### src/rtl/morse_pkg.sv
// Shared definitions for the Morse receive path: element encoding, default
// thresholds, FSM states and ASCII constants.
package morse_pkg;

  localparam logic ELEM_DOT  = 1'b0;
  localparam logic ELEM_DASH = 1'b1;

  localparam int DASH_MIN_DEF = 2;
  localparam int CHAR_GAP_DEF = 3;
  localparam int WORD_GAP_DEF = 7;
  localparam int CNT_W_DEF    = 4;
  localparam int MAX_ELEMS    = 5;

  typedef enum logic [1:0] {IDLE, MARK, GAP} state_e;

  localparam logic [7:0] ASCII_SPACE = 8'h20;
  localparam logic [7:0] ASCII_NUL   = 8'h00;

  // Keep only the len_i valid elements of a code word.
  function automatic logic [4:0] mask_code(input logic [2:0] len_i, input logic [4:0] code_i);
    return code_i & ~(5'h1F << len_i);
  endfunction

endpackage

### src/rtl/morse_decoder_if.sv
// Character output channel of the Morse decoder: valid/ready byte stream plus
// error and overrun pulses.
interface morse_decoder_if;
  logic [7:0] out_ascii;
  logic       out_valid;
  logic       out_ready;
  logic       err;
  logic       overrun;

  modport master (output out_ascii, output out_valid, output err, output overrun,
                  input out_ready);
  modport slave  (input out_ascii, input out_valid, input err, input overrun,
                  output out_ready);
endinterface

### src/rtl/morse_lut.sv
// Combinational International Morse lookup: {len, code} -> {hit, ascii}.
// Code holds the first element in the most significant valid bit, dash = 1.
module morse_lut
  import morse_pkg::*;
(
  input  logic [2:0] len_i,
  input  logic [4:0] code_i,
  output logic       hit_o,
  output logic [7:0] ascii_o
);

  logic [4:0] code_m;

  always_comb begin
    code_m  = mask_code(len_i, code_i);
    hit_o   = 1'b1;
    ascii_o = ASCII_NUL;
    case ({len_i, code_m})
      8'b010_00001: ascii_o = "A";
      8'b100_01000: ascii_o = "B";
      8'b100_01010: ascii_o = "C";
      8'b011_00100: ascii_o = "D";
      8'b001_00000: ascii_o = "E";
      8'b100_00010: ascii_o = "F";
      8'b011_00110: ascii_o = "G";
      8'b100_00000: ascii_o = "H";
      8'b010_00000: ascii_o = "I";
      8'b100_00111: ascii_o = "J";
      8'b011_00101: ascii_o = "K";
      8'b100_00100: ascii_o = "L";
      8'b010_00011: ascii_o = "M";
      8'b010_00010: ascii_o = "N";
      8'b011_00111: ascii_o = "O";
      8'b100_00110: ascii_o = "P";
      8'b100_01101: ascii_o = "Q";
      8'b011_00010: ascii_o = "R";
      8'b011_00000: ascii_o = "S";
      8'b001_00001: ascii_o = "T";
      8'b011_00001: ascii_o = "U";
      8'b100_00001: ascii_o = "V";
      8'b011_00011: ascii_o = "W";
      8'b100_01001: ascii_o = "X";
      8'b100_01011: ascii_o = "Y";
      8'b100_01100: ascii_o = "Z";
      8'b101_11111: ascii_o = "0";
      8'b101_01111: ascii_o = "1";
      8'b101_00111: ascii_o = "2";
      8'b101_00011: ascii_o = "3";
      8'b101_00001: ascii_o = "4";
      8'b101_00000: ascii_o = "5";
      8'b101_10000: ascii_o = "6";
      8'b101_11000: ascii_o = "7";
      8'b101_11100: ascii_o = "8";
      8'b101_11110: ascii_o = "9";
      default:      hit_o   = 1'b0;
    endcase
  end

endmodule

### src/rtl/morse_decoder.sv
// Morse receiver: classifies key marks/gaps per tick and emits ASCII through a
// single-entry valid/ready register. Define MORSE_WORD_SPACE_EN to emit 8'h20 on word gaps.
module morse_decoder
  import morse_pkg::*;
#(
  parameter int DASH_MIN = DASH_MIN_DEF,
  parameter int CHAR_GAP = CHAR_GAP_DEF,
  parameter int WORD_GAP = WORD_GAP_DEF,
  parameter int CNT_W    = CNT_W_DEF
) (
  input  logic             clk,
  input  logic             rst,
  input  logic             tick,
  input  logic             key_in,
  morse_decoder_if.master  out_bus
);

  localparam logic [CNT_W-1:0] DASH_MIN_C = CNT_W'(DASH_MIN);
  localparam logic [CNT_W-1:0] CHAR_GAP_C = CNT_W'(CHAR_GAP);
  localparam logic [CNT_W-1:0] WORD_GAP_C = CNT_W'(WORD_GAP);

  state_e           state_q;
  logic [CNT_W-1:0] mark_cnt_q, mark_cnt_d;
  logic [CNT_W-1:0] gap_cnt_q, gap_cnt_d;
  logic [4:0]       code_q;
  logic [2:0]       len_q;
  logic             ovf_q;
  logic [7:0]       ascii_q;
  logic             valid_q, err_q, overrun_q;

  logic             lut_hit;
  logic [7:0]       lut_ascii;
  logic             is_dash, char_evt, word_evt, char_ok, char_bad;
  logic             load_req, accept;
  logic [7:0]       load_byte;

  morse_lut u_lut (
    .len_i   (len_q),
    .code_i  (code_q),
    .hit_o   (lut_hit),
    .ascii_o (lut_ascii)
  );

  always_comb begin
    mark_cnt_d = (&mark_cnt_q) ? mark_cnt_q : mark_cnt_q + 1'b1;
    gap_cnt_d  = (&gap_cnt_q)  ? gap_cnt_q  : gap_cnt_q + 1'b1;
    is_dash    = (mark_cnt_q >= DASH_MIN_C) ? ELEM_DASH : ELEM_DOT;
    // Events fire only on the tick where the gap count first reaches a threshold.
    char_evt   = tick & ~key_in & (state_q == GAP) &
                 (gap_cnt_d == CHAR_GAP_C) & (gap_cnt_q != CHAR_GAP_C);
    word_evt   = tick & ~key_in & (state_q == GAP) &
                 (gap_cnt_d == WORD_GAP_C) & (gap_cnt_q != WORD_GAP_C);
    char_ok    = char_evt & lut_hit & ~ovf_q;
    char_bad   = char_evt & (~lut_hit | ovf_q);
`ifdef MORSE_WORD_SPACE_EN
    load_req   = char_ok | word_evt;
    load_byte  = word_evt ? ASCII_SPACE : lut_ascii;
`else
    load_req   = char_ok;
    load_byte  = lut_ascii;
`endif
    accept     = valid_q & out_bus.out_ready;
  end

  always_ff @(posedge clk) begin
    if (rst) begin
      state_q    <= IDLE;
      mark_cnt_q <= '0;
      gap_cnt_q  <= '0;
      code_q     <= '0;
      len_q      <= '0;
      ovf_q      <= 1'b0;
      ascii_q    <= ASCII_NUL;
      valid_q    <= 1'b0;
      err_q      <= 1'b0;
      overrun_q  <= 1'b0;
    end else begin
      err_q     <= char_bad;
      overrun_q <= load_req & valid_q & ~out_bus.out_ready;

      // Reload in the same cycle as an accept so back-to-back bytes need no bubble.
      if (load_req && (!valid_q || out_bus.out_ready)) begin
        ascii_q <= load_byte;
        valid_q <= 1'b1;
      end else if (accept) begin
        valid_q <= 1'b0;
      end

      if (tick) begin
        case (state_q)
          IDLE: begin
            if (key_in) begin
              state_q    <= MARK;
              mark_cnt_q <= CNT_W'(1);
            end
          end
          MARK: begin
            if (key_in) begin
              mark_cnt_q <= mark_cnt_d;
            end else begin
              if (len_q == 3'(MAX_ELEMS)) begin
                ovf_q <= 1'b1;
              end else begin
                code_q <= {code_q[3:0], is_dash};
                len_q  <= len_q + 1'b1;
              end
              gap_cnt_q <= CNT_W'(1);
              state_q   <= GAP;
            end
          end
          GAP: begin
            if (key_in) begin
              state_q    <= MARK;
              mark_cnt_q <= CNT_W'(1);
            end else begin
              gap_cnt_q <= gap_cnt_d;
              if (char_evt) begin
                code_q <= '0;
                len_q  <= '0;
                ovf_q  <= 1'b0;
              end
              if (word_evt) state_q <= IDLE;
            end
          end
          default: state_q <= IDLE;
        endcase
      end
    end
  end

  assign out_bus.out_ascii = ascii_q;
  assign out_bus.out_valid = valid_q;
  assign out_bus.err       = err_q;
  assign out_bus.overrun   = overrun_q;

endmodule

### src/flat_wrapper.sv
// flat-port wrapper written by rule: the top's interface ports become plain ports
module morse_decoder_flat import morse_pkg::*;
#(
  parameter int DASH_MIN = DASH_MIN_DEF,
  parameter int CHAR_GAP = CHAR_GAP_DEF,
  parameter int WORD_GAP = WORD_GAP_DEF,
  parameter int CNT_W    = CNT_W_DEF
)
  (clk, rst, tick, key_in, out_bus_out_ascii, out_bus_out_valid, out_bus_err, out_bus_overrun, out_bus_out_ready);
  morse_decoder_if out_bus_i ();
  input  logic clk;
  input  logic rst;
  input  logic tick;
  input  logic key_in;
  output wire logic [$bits(out_bus_i.out_ascii)-1:0] out_bus_out_ascii;
  output wire logic [$bits(out_bus_i.out_valid)-1:0] out_bus_out_valid;
  output wire logic [$bits(out_bus_i.err)-1:0] out_bus_err;
  output wire logic [$bits(out_bus_i.overrun)-1:0] out_bus_overrun;
  input wire logic [$bits(out_bus_i.out_ready)-1:0] out_bus_out_ready;
  assign out_bus_out_ascii = out_bus_i.out_ascii;
  assign out_bus_out_valid = out_bus_i.out_valid;
  assign out_bus_err = out_bus_i.err;
  assign out_bus_overrun = out_bus_i.overrun;
  assign out_bus_i.out_ready = out_bus_out_ready;
  morse_decoder #(.DASH_MIN(DASH_MIN), .CHAR_GAP(CHAR_GAP), .WORD_GAP(WORD_GAP), .CNT_W(CNT_W)) u_core (.clk(clk), .rst(rst), .tick(tick), .key_in(key_in), .out_bus(out_bus_i));
endmodule
### config.mk
export PLATFORM = sky130hd
export DESIGN_NAME = morse_decoder_flat
export DESIGN_NICKNAME = d
export VERILOG_FILES = /design/src/rtl/morse_pkg.sv /design/src/rtl/morse_decoder_if.sv /design/src/rtl/morse_lut.sv /design/src/rtl/morse_decoder.sv /design/src/flat_wrapper.sv
export SDC_FILE = /design/constraint.sdc
export NUM_CORES = 1
export LEC_CHECK = 0
export BUFFER_PORTS_ARGS = -buffer_cell sky130_fd_sc_hd__buf_2
export CORE_MARGIN = 2
export CORE_UTILIZATION = 35
export CTS_BUF_LIST = sky130_fd_sc_hd__clkbuf_8
export DETAILED_ROUTE_END_ITERATION = 10
export MAX_ROUTING_LAYER = met4
export SLEW_MARGIN = 30
export SYNTH_ARGS = -nofsm -noshare
export SYNTH_HDL_FRONTEND = slang
export SYNTH_SLANG_ARGS = --single-unit
export TNS_END_PERCENT = 1
### constraint.sdc
create_clock -name clk -period 4.9 [get_ports clk]
set_input_delay 0.245 -clock clk [delete_from_list [all_inputs] [get_ports clk]]
set_output_delay 0.245 -clock clk [all_outputs]
set_load 0.03 [all_outputs]
Yosys cells after proc, flatten, opt, wreduce, memory -nomap -nowiden
Index checks and enable logic that the tools add are counted.
{"block": "word_totals", "regBits": 30, "latch_bits": 0, "ram_bits": 0, "rom_bits": 0, "inputBits": 5, "elab_cells": 136, "n_memories": 0}
{"block": "classes", "add_sub_neg": 3, "multipliers": 0, "n_div": 0, "order_cmp": 1, "eq_ne": 53, "shifts": 1, "mux": 33, "n_bitwise": 19, "reduce_logical": 16}
{"op": "7-bit one-hot mux with 36 select lines", "count": 1}
{"op": "8-bit equality test (second input constant)", "count": 22}
{"op": "8-bit by 7-bit equality test with 1-bit output (second input constant)", "count": 12}
{"op": "36-bit OR reduction", "count": 1}
{"op": "4-bit two-way mux", "count": 6}
{"op": "5-bit two-way mux", "count": 4}
{"op": "8-bit by 6-bit equality test with 1-bit output (second input constant)", "count": 2}
{"op": "4-bit one-hot mux with 2 select lines", "count": 2}
{"op": "4-bit AND reduction", "count": 4}
{"op": "1-bit bitwise AND", "count": 12}
{"op": "3-bit two-way mux", "count": 4}
{"op": "2-bit inequality test (second input constant)", "count": 6}
{"op": "6-bit AND reduction", "count": 2}
{"op": "5-bit one-hot mux with 2 select lines", "count": 1}
{"op": "4-bit by 1-bit adder with 4-bit output (second input constant)", "count": 2}
{"op": "1-bit two-way mux", "count": 8}
{"op": "2-bit two-way mux", "count": 4}
{"op": "2-bit by 1-bit inequality test with 1-bit output (second input constant)", "count": 3}
{"op": "2-bit one-hot mux with 3 select lines", "count": 1}
{"op": "3-bit one-hot mux with 2 select lines", "count": 1}
{"op": "2-bit nonzero test", "count": 3}
{"op": "5-bit bitwise AND", "count": 1}
{"op": "5-bit inverter", "count": 1}
{"op": "5-bit AND reduction", "count": 1}
{"op": "other kinds (19)", "count": 22}

Depth between registers and ports, before layout
{"block": "logic_depth", "depth_word": 10, "depth_mapped": 12, "ltp_nobuf": 10}

Hierarchy
A second synthesis with hierarchy kept.
{"block": "unflattened", "hier_cells": 286, "area_unflattened_um2": 2124.5}
{"module": "morse_decoder", "instances": 1, "cells_per_inst": 170, "area_per_inst_um2": 1433.9}
{"module": "morse_lut", "instances": 1, "cells_per_inst": 116, "area_per_inst_um2": 690.7}

Worst setup path before layout
Ideal clock, no wire load.
{"block": "synth_timing", "path_type": "reg-to-reg", "from": "register u_core.len_q[1]", "to": "register u_core.ascii_q[0], in the netlist u_core.out_bus.out_ascii[0]", "setup_time_ns": 0.123, "t_arrival_ns": 2.502, "slack_ns": 2.274, "path_stages_with_launch": 12, "period_less_slack_ns": 2.626, "cell_sequence": "dfxtp_1 > ha_1 > inv_1 > ha_1 > nand2b_1 > buf_6 > and2_1 > a311oi_2 > o21ai_2 > or4b_4 > nand2_2 > mux2_1"}
{"block": "synth_via", "elab_chain_len": 9, "elab_cells_between_ends": 45}
{"item": "start, declared", "line": "morse_decoder.sv:26", "source": "logic [2:0] len_q;"}
{"item": "start signal, assigned", "line": "morse_decoder.sv:105", "source": "len_q <= len_q + 1'b1;"}
{"item": "5-bit by 3-bit << shifter with 5-bit output", "line": "morse_pkg.sv:21", "source": "return code_i & ~(5'h1F << len_i);"}
{"item": "5-bit inverter", "line": "morse_pkg.sv:21"}
{"item": "5-bit bitwise AND", "line": "morse_pkg.sv:21"}
{"item": "8-bit equality test, or another cell as far along", "line": "morse_lut.sv:18", "source": "case ({len_i, code_m})"}
{"item": "36-bit OR reduction (no line)"}
{"item": "1-bit two-way mux", "line": "morse_lut.sv:18"}
{"item": "1-bit bitwise AND (2 in a row)", "line": "morse_decoder.sv:53", "source": "char_ok = char_evt & lut_hit & ~ovf_q;"}
{"item": "1-bit logical AND", "line": "morse_decoder.sv:82", "source": "if (load_req && (!valid_q || out_bus.out_ready)) begin"}
{"item": "end signal, assigned", "line": "morse_decoder.sv:83", "source": "ascii_q <= load_byte;"}
{"item": "end, declared", "line": "morse_decoder.sv:28", "source": "logic [7:0] ascii_q;"}
Parallel ways exist; a longest one is shown, timed or not.
A chain may end at the register's enable or synchronous reset.

Worst setup path after layout
{"block": "layout_timing", "from": "register u_core.len_q[0]", "to": "register u_core.ascii_q[0], in the netlist u_core.out_bus.out_ascii[0]"}
The elaborated chain is that of the path after synthesis.

==> results.cfg <==
[place]
dpl.cell_count = 368
place_area_sq_um = 2270
gp_congestion = 0.923
dp_hpwl_um = 3940
port_buffers = 14

[sta]
finalMaxSlewViolations = 0
finalHoldViolations = 0
tightest_slew_ps = 820
fin_crit_ps = 3420
slew_headroom_pct = 44.9
fin_tns_setup_ps = 0
rsz0062_at_grt = no
finalSetupViolCount = 0
timing.fmax_mhz = 292
fin_worst_skew_ps = 9.88
fin_crit_sh_pct = 69.8

[drt]
wirelength_um = 5410
vias_per_cell = 5.85
antenna_left = 0
num_vias = 2198
dr.pass1.iters = 6
wl_per_cell_um = 14.4
drt_iter0_drc = 251
drc = 0

[cells_and_area]
nFillCells = 652
area_growth_pct = 7.17
num_antenna_cells = 0
final_util_pct = 38.3
fin_cells = 376
finalInstanceArea_sq_um = 2390
finalNetCount = 310
drive_above_1_share_pct = 15.1

[cts]
cts.repair.resized = 0
cts-root-buf = clkbuf_8
cts_buffer_depth = 2
clkLatencyLatePin_ps = 280
cts_buffers = 5
cts_sinks = 29
cts_hold_buf = 0
cts_max_level = 2
clk_pin_slew_ps = 70
tritoncts = yes
post_cts_buffers = 0

[synth]
async_flop_share_pct = 0
synth_edf_count = 0
ys_ff_latch = 29
synth.most_common_cell = nor2_1
ys_seq_area_share_pct = 26.0
avgSynthCellArea_sq_um = 7.49
ys.flop_type = dfxtp_1
synth_top_cell_area_share_pct = 26.0
synth.area.top_cells = dfxtp_1 26%, a21oi_1 7.4%, nor2_1 5.7%
synth_cell_types = 70
synth_warnings = 0
synth_common_cells = 34 x nor2_1, 33 x a21oi_1, 29 x dfxtp_1, 21 x nand2_1, 18 x nand3_1
syn-cell-area_sq_um = 2230
yosys.area.top_type = dfxtp_1
syn_nets = 310
synth_cells = 298

[global_route]
grt_usage_pct = 16.6
grt_overflow = 0
antenna_found_initial = 0
grt_pass1_wl_um = 9510
grt_pass1_vias = 2014
grt_max_degree = 27

[die]
ios = 16
die_h_um = 83.9
die-area_sq_um = 7030
design.core.area_sq_um = 6240
rows = 29
start_util_pct = 35.8
die_w_um = 83.9

[pwr]
ir_worst_vdd_v = 0.000182
p_per_area_nw_per_um2 = 225
leakage_nw = 0.864

[outcome]
status = complete, no violations

[worst_hold_path]
hp-class = primary input to flop

[worst_setup_path]
cp-end-kind = flop
required_ps = 5060
crit_path_max_fanout = 19
criticalPathCategory = flop to flop
arrival_ps = 3580
cp-start-kind = flop

[flow_run]
drv_cap = 0
[metal layers]
layer	global-route usage (%)	up-vias	share of wire, %
met3	3.56	14	5.8
li1	-	1086	-
met2	24.7	87	45
met4	5.87	0	1.9
met1	22.2	1011	48
met5	-	-	0
[metrics by stage]
| stage | power [mW] | setup WS (ps) | hold slack [ps] |
|---|---|---|---|
| 2_1_floorplan | 0.278 | 2270 | 393 |
| 6_report | 0.539 | 1480 | 244 |
| 5_1_grt | 0.561 | 1240 | 258 |
| 4_1_cts | 0.544 | 1500 | 237 |
| 3_3_place_gp | 0.284 | 1580 | 466 |
| 3_5_place_dp | 0.284 | 1530 | 473 |
[worst max-delay path, stage by stage, from the launching register on]
cell and delay, ps:
dfxtp_1 700, ha_1 240, inv_1 40, ha_1 170, nand2b_1 440, and2_1 340, a311oi_2 310, o21ai_2 130
or4b_4 540, nand2_2 90, mux2_1 300
[flip-flops by register name, summed over array words and instances, names as in the netlist]
name	flops
u_core.out_bus.out_ascii	7
u_core.code_q	5
u_core.gap_cnt_q	4
u_core.mark_cnt_q	4
u_core.len_q	3
u_core.state_q	2
u_core.out_bus.err	1
u_core.out_bus.out_valid	1
u_core.out_bus.overrun	1
u_core.ovf_q	1
[power by group]
part | internal (mW) | total, mW | switching [mW] | leakage [nW]
combinational | 0.0125 | 0.0355 | 0.0231 | 0.573
sequential | 0.238 | 0.244 | 0.00590 | 0.234
clock | 0.165 | 0.260 | 0.0946 | 0.0574
total | 0.416 | 0.539 | 0.124 | 0.864
[kinds of logic after synthesis]
group / count (synthesis) / synth area share, %
other cells: 1 / 0.168
compound gates: 92 / 26.9
flops: 29 / 26.0
simple gates: 132 / 33.5
buf+inv: 33 / 7.85
xor+xnor: 3 / 1.18
fa+ha+maj: 7 / 3.92
mux: 1 / 0.504
[final timing paths]
kind / end / slack (ps) / start / depth (start not counted)
worst max-delay path: u_core.out_bus.out_ascii[0] / 1480 / u_core.len_q[0] / 10
worst min-delay path: u_core.state_q[0] / 240 / key_in / 3
worst max register to register: u_core.out_bus.out_ascii[0] / 1480 / u_core.len_q[0] / 10
worst min register to register: u_core.code_q[4] / 470 / u_core.code_q[4] / 2
[placed cells by master (no fill, tap or decap), drive strengths merged, types with 2 or more instances in the layout]
| master | instances |
|---|---|
| buf | 15 |
| and3 | 3 |
| a31o | 2 |
| o31ai | 4 |
| nand3b | 2 |
| a31oi | 8 |
| nand2 | 22 |
| a311oi | 2 |
| o21ai | 20 |
| nor2 | 34 |
| nor4 | 4 |
| xor2 | 2 |
| nor2b | 6 |
| o211ai | 3 |
| inv | 11 |
| a21oi | 34 |
| and2b | 2 |
| o21a | 2 |
| ha | 7 |
| nor3 | 16 |
| or3 | 2 |
| nand3 | 18 |
| or4 | 2 |
| nand2b | 8 |
| nand4 | 6 |
| clkbuf | 6 |
| a211oi | 2 |
| dfxtp | 29 |
[area by class of cell]
| cell class | instances | area, sq um | area share (%) |
|---|---|---|---|
| timing repair buffer | 15 | 77.6 | 3.24 |
| sequential | 29 | 581 | 24.3 |
| clock buffer | 6 | 82.6 | 3.45 |
| inverter | 11 | 41.3 | 1.73 |
| tap | 77 | 96.3 | 4.03 |
| clock inverter | 2 | 37.5 | 1.57 |
| multi-input combinational | 236 | 1480 | 61.7 |
No activity file was read; power rests on OpenSTA's default activity.
